[config.mk]
export PLATFORM = sky130hd
export DESIGN_NAME = seven_segment_reader
export DESIGN_NICKNAME = d
export VERILOG_FILES = /design/src/rtl/seven_segment_pkg.sv /design/src/rtl/seven_segment_decode.sv /design/src/rtl/seven_segment_reader.sv
export SDC_FILE = /design/constraint.sdc
export NUM_CORES = 1
export LEC_CHECK = 0
export ABC_AREA = 1
export BUFFER_PORTS_ARGS = -buffer_cell sky130_fd_sc_hd__clkbuf_2
export CORE_MARGIN = 3
export CORE_UTILIZATION = 57
export DETAILED_ROUTE_END_ITERATION = 10
export HOLD_SLACK_MARGIN = 0.1
export PLACE_DENSITY = 0.86
export SLEW_MARGIN = 10
export SYNTH_ARGS = -nofsm -noshare
export SYNTH_HDL_FRONTEND = slang
export SYNTH_SLANG_ARGS = --single-unit
[constraint.sdc]
create_clock -name clk -period 3.25 [get_ports clk]
set_clock_uncertainty 0.05 [all_clocks]
set_input_delay 0.325 -clock clk [delete_from_list [all_inputs] [get_ports clk]]
set_output_delay 0.325 -clock clk [all_outputs]
set_load 0.02 [all_outputs]
[src/rtl/seven_segment_pkg.sv]
// Shared constants and types for the 7-segment display read-back block:
// segment bit positions, the hex glyph table and the filter FSM states.
package seven_segment_pkg;

  localparam int SEG_A = 0;
  localparam int SEG_B = 1;
  localparam int SEG_C = 2;
  localparam int SEG_D = 3;
  localparam int SEG_E = 4;
  localparam int SEG_F = 5;
  localparam int SEG_G = 6;

  localparam logic [6:0] SEG_BLANK = 7'h00;

  // Entry k is the segment pattern that displays hex digit k.
  localparam logic [15:0][6:0] GLYPHS = {
    7'h71, 7'h79, 7'h5E, 7'h39, 7'h7C, 7'h77, 7'h6F, 7'h7F,
    7'h07, 7'h7D, 7'h6D, 7'h66, 7'h4F, 7'h5B, 7'h06, 7'h3F
  };

  typedef enum logic [1:0] {
    IDLE   = 2'd0,
    SETTLE = 2'd1,
    HELD   = 2'd2
  } state_e;

endpackage

[src/rtl/seven_segment_decode.sv]
// Combinational segment-pattern to nibble decoder; exact match against the
// glyph table, with a separate flag for the all-off (blank) pattern.
import seven_segment_pkg::*;

module seven_segment_decode (
  input  logic [6:0] seg_i,
  output logic [3:0] nibble_o,
  output logic       is_glyph_o,
  output logic       is_blank_o
);

  always_comb begin
    nibble_o   = '0;
    is_glyph_o = 1'b0;
    for (int k = 0; k < 16; k++) begin
      if (seg_i == GLYPHS[k]) begin
        nibble_o   = 4'(k);
        is_glyph_o = 1'b1;
      end
    end
  end

  assign is_blank_o = (seg_i == SEG_BLANK);

endmodule

[src/rtl/seven_segment_reader.sv]
// Reads back a multiplexed 7-segment display: synchronizes the bus, waits for
// a stable segment/strobe pair, decodes it and stores it per digit.
import seven_segment_pkg::*;

module seven_segment_reader #(
  parameter int NUM_DIGITS    = 4,
  parameter int STABLE_CYCLES = 8
) (
  input  logic                    clk,
  input  logic                    reset,
  input  logic [6:0]              seg_in,
  input  logic [NUM_DIGITS-1:0]   dig_in,
  output logic [4*NUM_DIGITS-1:0] digits_out,
  output logic [NUM_DIGITS-1:0]   digit_valid,
  output logic [NUM_DIGITS-1:0]   digit_blank,
  output logic                    update,
  output logic [3:0]              update_idx,
  output logic                    seg_err
);

  localparam int PW = 7 + NUM_DIGITS;

  logic [PW-1:0]         sync1_q, sync2_q, prev_q;
  logic [7:0]            count_q;
  state_e                state_q;
  logic                  cap_q;
  logic [6:0]            cap_seg_q;
  logic [3:0]            cap_idx_q;
  logic [3:0]            nib_q [NUM_DIGITS];

  logic [NUM_DIGITS-1:0] dig_s;
  logic [6:0]            seg_s;
  logic                  same;
  logic                  onehot;
  logic [3:0]            idx_d;
  logic [3:0]            dec_nibble;
  logic                  dec_glyph;
  logic                  dec_blank;

  assign dig_s  = sync2_q[NUM_DIGITS-1:0];
  assign seg_s  = sync2_q[PW-1:NUM_DIGITS];
  assign same   = (sync2_q == prev_q);
  assign onehot = (dig_s != '0) && ((dig_s & (dig_s - NUM_DIGITS'(1))) == '0);

  always_comb begin
    idx_d = '0;
    for (int k = 0; k < NUM_DIGITS; k++) begin
      if (dig_s[k]) idx_d = idx_d | 4'(k);
    end
  end

  // Filter FSM; the capture is staged one cycle in cap_* before it hits the bank.
  always_ff @(posedge clk or posedge reset) begin
    if (reset) begin
      sync1_q   <= '0;
      sync2_q   <= '0;
      prev_q    <= '0;
      count_q   <= '0;
      state_q   <= IDLE;
      cap_q     <= 1'b0;
      cap_seg_q <= '0;
      cap_idx_q <= '0;
    end else begin
      sync1_q <= {seg_in, dig_in};
      sync2_q <= sync1_q;
      prev_q  <= sync2_q;
      cap_q   <= 1'b0;
      if (!same) begin
        count_q <= '0;
        state_q <= onehot ? SETTLE : IDLE;
      end else begin
        if (count_q != 8'hFF) count_q <= count_q + 8'd1;
        if (state_q == SETTLE && count_q == 8'(STABLE_CYCLES - 1)) begin
          state_q   <= HELD;
          cap_q     <= 1'b1;
          cap_seg_q <= seg_s;
          cap_idx_q <= idx_d;
        end
      end
    end
  end

  seven_segment_decode u_decode (
    .seg_i      (cap_seg_q),
    .nibble_o   (dec_nibble),
    .is_glyph_o (dec_glyph),
    .is_blank_o (dec_blank)
  );

  always_ff @(posedge clk or posedge reset) begin
    if (reset) begin
      update      <= 1'b0;
      update_idx  <= '0;
      seg_err     <= 1'b0;
      digit_valid <= '0;
      digit_blank <= '1;
      for (int k = 0; k < NUM_DIGITS; k++) nib_q[k] <= '0;
    end else begin
      update  <= cap_q;
      seg_err <= cap_q && !dec_glyph && !dec_blank;
      if (cap_q) update_idx <= cap_idx_q;
      for (int k = 0; k < NUM_DIGITS; k++) begin
        if (cap_q && cap_idx_q == 4'(k)) begin
          if (dec_glyph) begin
            nib_q[k]       <= dec_nibble;
            digit_valid[k] <= 1'b1;
            digit_blank[k] <= 1'b0;
          end else begin
            digit_valid[k] <= 1'b0;
            digit_blank[k] <= dec_blank;
          end
        end
      end
    end
  end

  generate
    for (genvar gi = 0; gi < NUM_DIGITS; gi++) begin : g_out
      assign digits_out[4*gi +: 4] = nib_q[gi];
    end
  endgenerate

endmodule

==> flow_summary.toml, run 1 <==
[run_status]
status = "finished, final reports clean"

[job]
drv_cap = 0

[detailed_routing]
drt.antenna.violating_nets = 0
drc = 0
initialDrtViolationCount = 245
wire_per_inst_um = 13.2
first_pass_iters = 4
via_per_inst = 5.16
drt-total-wl_um = 6690
vias = 2611

[final_layout]
stdcell_count = 506
fin_util_pct = 71.9
layout-drive-gt1-share_pct = 22.6
area_growth_pct = 18.3
antenna_cells = 0
nets = 443
fin_area_um2 = 4080

[power]
pwr-share-clk_pct = 42.7
pwr-share-seq_pct = 54.0
sw_frac_of_total_pct = 21.4
p_per_area_nw_per_um2 = 473
p_comb_share_pct = 3.4
intPower_mw = 1.52
power.switching_uw = 414
power_leakage_nw = 2.13
ir_drop_v = 0.000461
finalPower_mw = 1.93

[grt]
antenna_found_initial = 0
grt_pass1_wl_um = 11700
gr-total-overflow = 0
grt_start_max_net_pins = 39
grt_pass1_vias = 2620
grt.total_usage_pct = 20.8

[timing]
report.final.setup_viol = 0
worst_pin_slew_ns = 0.653
hold_viol_final = 0
finalSetupTns_ns = 0
rsz0062_at_grt = "no"
min_period_ns = 2.13
slew_viol_final = 0
fmax_ghz = 0.470
timing.final.ws_setup_ns = 1.12
hold_slack_ns = 0.303
fin_crit_sh_pct = 65.5
slew_headroom_pct = 56.2

[clocking]
cts_resized = 0
path_clk_slew_ns = 0.08
clock_latency_ns = 0.35
cts_max_level = 3
clock_path_buffers = 2
tritoncts = "built"
clkSinkCount = 81
clock_tree.root_cell = "clkbuf_8"
cts_buffers = 9

[setup_path]
critPathCapture = "cap_seg_q[4]"
rr_worst_depth = 6
crit_arrival_ns = 2.30
crit_type = "reg2reg"
reg2reg_to = "cap_seg_q[4]"
r2r_slack_ns = 1.12
cp-startpoint = "sync2_q[8]"
critPathLaunchType = "flip-flop"
crit_fanout = 13
reg2reg_from = "sync2_q[8]"
crit_path_end_kind = "flip-flop"
crit_required_ns = 3.42

[floorplanning]
fp.dieH_um = 83.8
start_util_pct = 60.8
core_area_um2 = 5680
die_x_um = 83.8
die-area_um2 = 7020
rows = 27
io_pins = 43

[synth]
synth_area_um2 = 3450
yosysSeqAreaShare_pct = 58.9
synth_area_per_cell_um2 = 9.40
ys_warn_count = 0
synth_cells = 367
ys_types = 31
synth-seq-cells = 81

[placed_design]
routabilityCongestion = 0.843
hpwl_um = 4610
placed_cells = 478
dp_slack_ns = 1.18
port_buffers = 40
post_dp_cell_area_um2 = 3730

[hold_path]
hp-class = "reg2reg"
min-delay-start = "sync1_q[6]"
[cells in the mapped netlist]
master,number,area [um^2]
nor3_2,1,10.0
o21ai_0,4,20.0
nor2_1,24,90.1
nor2_2,3,18.8
buf_4,2,15.0
buf_6,1,11.3
nor2_4,7,78.8
xnor2_1,8,70.1
dfrtp_1,77,1930
dfstp_2,4,105
xor2_1,3,26.3
a21oi_1,4,20.0
conb_1,1,3.75
nand2_1,129,484
nand4_4,1,21.3
nand2_2,11,68.8
buf_2,2,10.0
clkinv_1,1,3.75
nor3_1,12,60.1
a22oi_1,1,7.51
nand4_1,14,87.6
nand2_4,3,33.8
a31oi_1,1,6.26
o21bai_1,1,7.51
nor2_8,2,40.0
nand3_1,13,65.1
inv_2,2,7.51
inv_1,29,109
or2_2,4,25.0
ha_1,1,12.5
clkbuf_1,1,3.75
[metal layers]
| layer | share of wire (%) | GRT usage, % | vias to the layer above | wire [um] |
|---|---|---|---|---|
| met5 | 0 | 0 | - | 0 |
| met4 | 2.4 | 8.48 | 0 | 163 |
| met3 | 4.5 | 5.73 | 17 | 303 |
| met2 | 51 | 34.2 | 74 | 3400 |
| met1 | 42 | 25.9 | 1246 | 2820 |
| li1 | - | - | 1274 | - |
[sequential cells by signal, summed over array words and instances, names as in the netlist]
signal	flops
digit_valid	4
prev_q	11
cap_idx_q	2
cap_seg_q	7
count_q	8
digit_blank	4
seg_err	1
digits_out	16
sync2_q	11
update	1
state_q	2
sync1_q	11
update_idx	2
cap_q	1
[power groups by stage]
stage / Clock [mW] / Sequential, mW / Combinational [mW]
final: 0.824 / 1.04 / 0.0649
after global routing: 0.887 / 1.04 / 0.0729
after CTS: 0.836 / 1.04 / 0.0661
after detailed placement: 0 / 1.06 / 0.0546
after global placement: 0 / 1.06 / 0.0522
after floorplan: 0 / 1.06 / 0.0386
[cell type report]
cell class / instances / area, um^2
clock buffers: 11 / 141
inverters: 32 / 120
clock inverters: 5 / 85.1
fillers: 397 / 1600
well taps: 72 / 90.1
repair buffers: 56 / 350
multi-input cells: 249 / 1260
flip-flops and latches: 81 / 2030
[timing repair]
| item | CTS | global route |
|---|---|---|
| endpoints found under the setup margin | 0 | 0 |
| hold endpoints to repair | 27 | 0 |
| setup buffers | 0 | 0 |
| hold buffers | 12 | 0 |
[how the worst min path moves through the flow]
| stage | end | slack (ns) | cells past startpoint |
|---|---|---|---|
| global placement | sync1_q[6] | 0.23 | 2 |
| detailed placement | sync1_q[9] | 0.24 | 2 |
| CTS | sync2_q[1] | 0.30 | 0 |
| floorplan | sync2_q[0] | 0.28 | 0 |
| global route | sync2_q[1] | 0.31 | 0 |
| finish | sync2_q[6] | 0.30 | 0 |
[kinds of logic (layout without fill, tap and decap cells)]
group,count (synthesis),in the layout,synth area share [%]
AND/OR/NAND/NOR,224,224,31.4
flip-flops,81,81,58.9
buffers and inverters,38,104,4.64
AO/OA/AOI/OAI,11,11,1.78
XOR/XNOR,11,11,2.79
adder cells (fa/ha/maj),1,1,0.363
other,1,2,0.109
[placed cells by master (no fill, tap or decap), drive strengths merged]
master / n
xnor2: 8
dfrtp: 77
dlygate4sd3: 12
nor2: 36
o21bai: 1
or2: 4
a22oi: 1
clkinv: 1
xor2: 3
nand3: 13
nor3: 13
clkinvlp: 1
a31oi: 1
inv: 33
conb: 2
bufinv: 2
clkbuf: 51
buf: 4
o21ai: 4
nand2: 143
ha: 1
a21oi: 4
nand4: 15
dfstp: 4
[worst max-delay path, stage by stage (launching register included)]
cell	delay, ns
dfrtp_1	0.41
xnor2_1	0.18
nand4_1	0.13
nor3_2	0.52
nand3_1	0.45
nand2_1	0.18
nand2_1	0.09
Note: power is estimated with default switching activity, not from simulation.
==> run 2: changes to the inputs <==
--- a/config.mk
+++ b/config.mk
@@ -8,10 +8,10 @@
 export ABC_AREA = 1
 export BUFFER_PORTS_ARGS = -buffer_cell sky130_fd_sc_hd__clkbuf_2
 export CORE_MARGIN = 3
-export CORE_UTILIZATION = 57
+export CORE_UTILIZATION = 52
 export DETAILED_ROUTE_END_ITERATION = 10
 export HOLD_SLACK_MARGIN = 0.1
-export PLACE_DENSITY = 0.86
+export PLACE_DENSITY = 0.83
 export SLEW_MARGIN = 10
 export SYNTH_ARGS = -nofsm -noshare
 export SYNTH_HDL_FRONTEND = slang
==> constraint.sdc (replaced) <==
create_clock -name clk -period 1.9 [get_ports clk]
set_clock_uncertainty 0.05 [all_clocks]
set_input_delay 0.19 -clock clk [delete_from_list [all_inputs] [get_ports clk]]
set_output_delay 0.19 -clock clk [all_outputs]
set_load 0.02 [all_outputs]
==> run 2 against run 1 <==
  * Highest routed layer unchanged
  * Design area increased by 0.83%
  * Critical endpoint is now count_q[5]
  * Clock power increased by 65%
  * Power increased by 68%
  * Sequential cell count unchanged
  * Hold slack got worse by 0.0011 ns
==> flow_summary.toml, run 2 (synthesis results as in run 1) <==
[detailed_routing]
initialDrtViolationCount = 171
drt-total-wl_um = 6490
wire_per_inst_um = 12.7
via_per_inst = 5.03
drc = 0
vias = 2578
first_pass_iters = 5
drt.antenna.violating_nets = 0

[setup_path]
crit_arrival_ns = 1.91
crit_path_end_kind = "flip-flop"
reg2reg_from = "sync2_q[2]"
crit_type = "reg2reg"
crit_fanout = 9
cp-startpoint = "sync2_q[2]"
critPathLaunchType = "flip-flop"
rr_worst_depth = 5
reg2reg_to = "count_q[5]"
r2r_slack_ns = 0.19
crit_required_ns = 2.10

[timing]
report.final.setup_viol = 0
min_period_ns = 1.71
hold_slack_ns = 0.302
finalSetupTns_ns = 0
slew_viol_final = 0
rsz0062_at_grt = "no"
hold_viol_final = 0
fmax_ghz = 0.583
fin_crit_sh_pct = 90.2

[hold_path]
hp-class = "reg2reg"
holdPathEnd = "sync2_q[9]"
min-delay-start = "sync1_q[9]"
worstHoldPathCells = 0

[clocking]
post_cts_buffers = 0
clkSinkCount = 81
cts_max_level = 3
cts_buffers = 9
path_clk_slew_ns = 0.08
clock_tree.root_cell = "clkbuf_8"
tritoncts = "built"
clock_latency_ns = 0.35
clock_path_buffers = 2

[placed_design]
placed_cells = 485
hpwl_um = 4640
port_buffers = 40
routabilityCongestion = 0.914

[floorplanning]
rows = 29
core_area_um2 = 6390
io_pins = 43
die-area_um2 = 7650
fp.dieH_um = 87.4
start_util_pct = 54.0
die_x_um = 87.4

[grt]
antenna_found_initial = 0
grt_pass1_vias = 2553
gr-total-overflow = 0
grt.total_usage_pct = 19.1
grt_pass1_wl_um = 11300
grt_start_max_net_pins = 82

[power]
intPower_mw = 2.56
ir_drop_v = 0.000631
p_per_area_nw_per_um2 = 790
power_leakage_nw = 2.14
pwr-share-clk_pct = 41.7
p_comb_share_pct = 3.5
pwr-share-seq_pct = 54.8
sw_frac_of_total_pct = 21.3
power.switching_uw = 693

[final_layout]
layout_commonest_cell = "nand2_1"
stdcell_count = 513
antenna_cells = 0
area_growth_pct = 19.3
largest_reg_flops = 16
final_cell_mix = "128 x nand2_1, 77 x dfrtp_1, 40 x clkbuf_2"
nets = 445
layout-drive-gt1-share_pct = 23.4

[run_status]
status = "finished, final reports clean"

[job]
drv_cap = 0
run 2: cell count changes in the layout (fill, tap and decap cells not counted), sizes merged:
cell,delta
buf,+2
clkinvlp,+1
inv,-1
clkbuf,-1
clkinv,+1
run 2: area by class of cell:
cell class | instances | area [um^2]
Timing Repair Buffer | 58 | 378
Inverter | 32 | 124
Clock inverter | 6 | 90.1
Sequential cell | 81 | 2030
Tap cell | 77 | 96.3
Fill cell | 504 | 2270
Clock buffer | 10 | 128
Multi-Input combinational cell | 249 | 1270
run 2: per-layer routing:
layer  global-route usage [%]  wire (um)  part of all wire (%)
met5                        0          0                     0
met4                     9.90        178                   2.7
met3                     2.55        220                   3.4
met2                     30.1       3200                    49
met1                     25.9       2890                    45
run 2: power groups by stage:
stage / combinational, mW / sequential, mW / clock, mW
after floorplan: 0.0665 / 1.81 / 0
after global placement: 0.0936 / 1.81 / 0
after detailed placement: 0.0961 / 1.82 / 0
after CTS: 0.115 / 1.78 / 1.39
after global routing: 0.127 / 1.79 / 1.46
final: 0.112 / 1.78 / 1.36
run 2: through the flow:
step | setup WS [ns] | utilization [%] | cell area [um^2] | power (mW)
4_1_cts | 0.195 | 64.3 | 4110 | 3.29
2_1_floorplan | 0.379 | - | 3460 | 1.88
5_1_grt | 0.0103 | 64.4 | 4110 | 3.38
6_report | 0.186 | 64.4 | 4110 | 3.25
3_5_place_dp | 0.218 | 59.1 | 3770 | 1.91
3_3_place_gp | 0.272 | 59.1 | 3770 | 1.91
run 2: how the worst max path moves through the flow:
stage	to	slack (ns)	depth (start not counted)
2_1_floorplan	count_q[0]	0.38	9
3_3_place_gp	digits_out[8]	0.27	9
3_5_place_dp	digits_out[0]	0.22	10
4_1_cts	count_q[0]	0.19	9
5_1_grt	count_q[5]	0.01	5
6_report	count_q[5]	0.19	5
run 2: critical path, stage by stage (launching register included):
cell and delay [ns]:
dfrtp_1 0.42, xnor2_1 0.14, nand2_1 0.07, nor3_1 0.38, nand2_1 0.32, nor3_1 0.22
run 2: what timing repair did:
| item | 4_1_cts | 5_1_grt |
|---|---|---|
| resized for setup | 0 | 2 |
| hold endpoints to repair | 88 | 0 |
| setup endpoints to repair | 0 | 3 |
| hold buffers | 12 | 0 |
==> run 3: changes to the inputs <==
--- a/config.mk
+++ b/config.mk
@@ -7,11 +7,14 @@
 export LEC_CHECK = 0
 export ABC_AREA = 1
 export BUFFER_PORTS_ARGS = -buffer_cell sky130_fd_sc_hd__clkbuf_2
+export CELL_PAD_IN_SITES_DETAIL_PLACEMENT = 2
+export CELL_PAD_IN_SITES_GLOBAL_PLACEMENT = 2
 export CORE_MARGIN = 3
-export CORE_UTILIZATION = 52
+export CORE_UTILIZATION = 34
+export CTS_BUF_LIST = sky130_fd_sc_hd__clkbuf_4
 export DETAILED_ROUTE_END_ITERATION = 10
 export HOLD_SLACK_MARGIN = 0.1
-export PLACE_DENSITY = 0.83
+export PLACE_DENSITY_LB_ADDON = 0.08
 export SLEW_MARGIN = 10
 export SYNTH_ARGS = -nofsm -noshare
 export SYNTH_HDL_FRONTEND = slang
==> run 3 against run 2 <==
  * Wire length grew 25%
  * First-iteration DRC count down 47%
  * Clock-buffer cell count fell by 1
  * Non-clock buffer count rose by 2
  * Die area increased by 49%
  * Sequential share of layout area down 0.21 points
  * Via count grew 1.4%
  * Register-to-register slack got worse by 0.03 ns
==> flow_summary.toml, run 3 (synthesis results as in run 1) <==
[final_layout]
fill_cells = 1128
multiInputGateArea_um2 = 1280
nets = 447
final_cell_mix = "128 x nand2_1, 76 x dfrtp_1, 40 x clkbuf_2"
area_growth_pct = 19.8
fin_util_pct = 42.1
stdcell_count = 571
antenna_cells = 0
layout_commonest_cell = "nand2_1"
layout-drive-gt1-share_pct = 24.7
largest_reg_flops = 16
area.sequential_um2 = 2030

[job]
drv_cap = 0

[grt]
antenna_found_initial = 0
gr-total-overflow = 0
grt.total_usage_pct = 15.9
grt_pass1_vias = 2942
grt_start_max_net_pins = 34
grt_pass1_wl_um = 14300

[placed_design]
port_buffers = 40
routabilityCongestion = 0.825
hpwl_um = 6170
placed_cells = 542

[power]
pwr-share-seq_pct = 62.5
ir_drop_v = 0.000445
pwr-share-clk_pct = 33.3
power_leakage_nw = 2.12
intPower_mw = 2.11
power.switching_uw = 744
p_comb_share_pct = 4.2
sw_frac_of_total_pct = 26.0
p_per_area_nw_per_um2 = 691
finalPower_mw = 2.86

[timing]
rsz0062_at_grt = "no"
fin_crit_sh_pct = 91.9
worst_pin_slew_ns = 0.529
fmax_ghz = 0.573
slew_viol_final = 0
min_period_ns = 1.75
hold_viol_final = 0
report.final.setup_viol = 0
slew_headroom_pct = 64.6
finalSetupTns_ns = 0

[run_status]
status = "finished, final reports clean"

[clocking]
path_clk_slew_ns = 0.14
clock_path_buffers = 2
tritoncts = "built"
clock_tree.root_cell = "clkbuf_4"
cts_max_level = 3
clock_latency_ns = 0.43
cts_buffers = 9
clkSinkCount = 81

[setup_path]
critPathBufInv = 0
crit_path_end_kind = "flip-flop"
cp_top_family = "simple AND/OR/NAND/NOR gates"
reg2reg_from = "cap_seg_q[5]"
crit_fanout = 7
critical_path.cell_chain = "nand2_2, nor2_4, nand3_1, nand2_1, nor2_4, nand2_4, nor2_8, nor2_4, nand2_1, nand2_1"
crit_type = "reg2reg"
crit_required_ns = 2.18
reg2reg_to = "digits_out[12]"
critPathLaunchType = "flip-flop"
rr_worst_depth = 10
r2r_slack_ns = 0.15
crit_slowest_cell = "dfrtp_1"
crit_arrival_ns = 2.03
slowest_delay_ns = 0.50

[floorplanning]
io_pins = 43
core_area_um2 = 9820
die_x_um = 107
rows = 36
fp.dieH_um = 107
die-area_um2 = 11400
start_util_pct = 35.1

[detailed_routing]
first_pass_iters = 4
drt.antenna.violating_nets = 0
via_per_inst = 4.58
initialDrtViolationCount = 90
drc = 0
wire_per_inst_um = 14.2
drt-total-wl_um = 8120
vias = 2613

[hold_path]
hp-class = "in2async"
==> run 3: layout make-up <==
class / instances / area share (%)
inverter: 32 / 3.00
clock buffer: 9 / 1.63
timing repair buffer: 60 / 9.81
tap: 133 / 4.03
multi-input combinational: 249 / 30.9
clock inverter: 7 / 1.48
sequential: 81 / 49.2
==> run 3: power by group through the flow <==
| stage | clock [mW] | combinational [mW] | sequential [mW] |
|---|---|---|---|
| 6_report | 0.952 | 0.121 | 1.79 |
| 5_1_grt | 1.09 | 0.138 | 1.79 |
| 4_1_cts | 1.01 | 0.124 | 1.79 |
| 3_5_place_dp | 0 | 0.104 | 1.82 |
| 3_3_place_gp | 0 | 0.101 | 1.82 |
| 2_1_floorplan | 0 | 0.0665 | 1.81 |
==> run 3: per-stage QoR <==
| stage | setup WS, ns | hold slack (ns) | instance area, um^2 |
|---|---|---|---|
| 2_1_floorplan | 0.379 | 0.171 | 3460 |
| 3_3_place_gp | 0.168 | 0.205 | 3860 |
| 3_5_place_dp | 0.0829 | 0.212 | 3860 |
| 4_1_cts | 0.0461 | 0.268 | 4110 |
| 5_1_grt | 0.000793 | 0.292 | 4130 |
| 6_report | 0.154 | 0.295 | 4130 |
==> run 3: worst register-to-register path, cell delays in order, from the launching register on <==
cell and delay [ns]:
dfrtp_1 0.50, nand2_2 0.14, nor2_4 0.05, nand3_1 0.13
nand2_1 0.12, nor2_4 0.17, nand2_4 0.11, nor2_8 0.20
nor2_4 0.06, nand2_1 0.07, nand2_1 0.05
==> run 3: worst max-delay path by stage <==
stage                  from              to  depth (start not counted)
5_1_grt        cap_seg_q[0]  digits_out[13]                         10
6_report       cap_seg_q[5]  digits_out[12]                         10
3_3_place_gp   cap_seg_q[6]   digits_out[8]                          9
4_1_cts        cap_seg_q[6]   digits_out[9]                          9
2_1_floorplan    count_q[0]      count_q[0]                          9
3_5_place_dp   cap_seg_q[6]   digits_out[9]                          9
==> run 3: layer usage <==
metal	share of wire (%)	GRT usage, %	up-vias
met5	0	0	-
met4	1.2	5.75	0
met3	2.6	2.71	7
met2	49	25.9	30
met1	47	21.3	1300
li1	-	-	1276
==> run 3: what timing repair did <==
| item | in CTS | in global routing |
|---|---|---|
| hold buffers | 12 | 0 |
| buffers inserted | 0 | 1 |
| endpoints found under the hold margin | 83 | 0 |
| setup endpoints to repair | 0 | 18 |
| gates resized for setup | 0 | 5 |
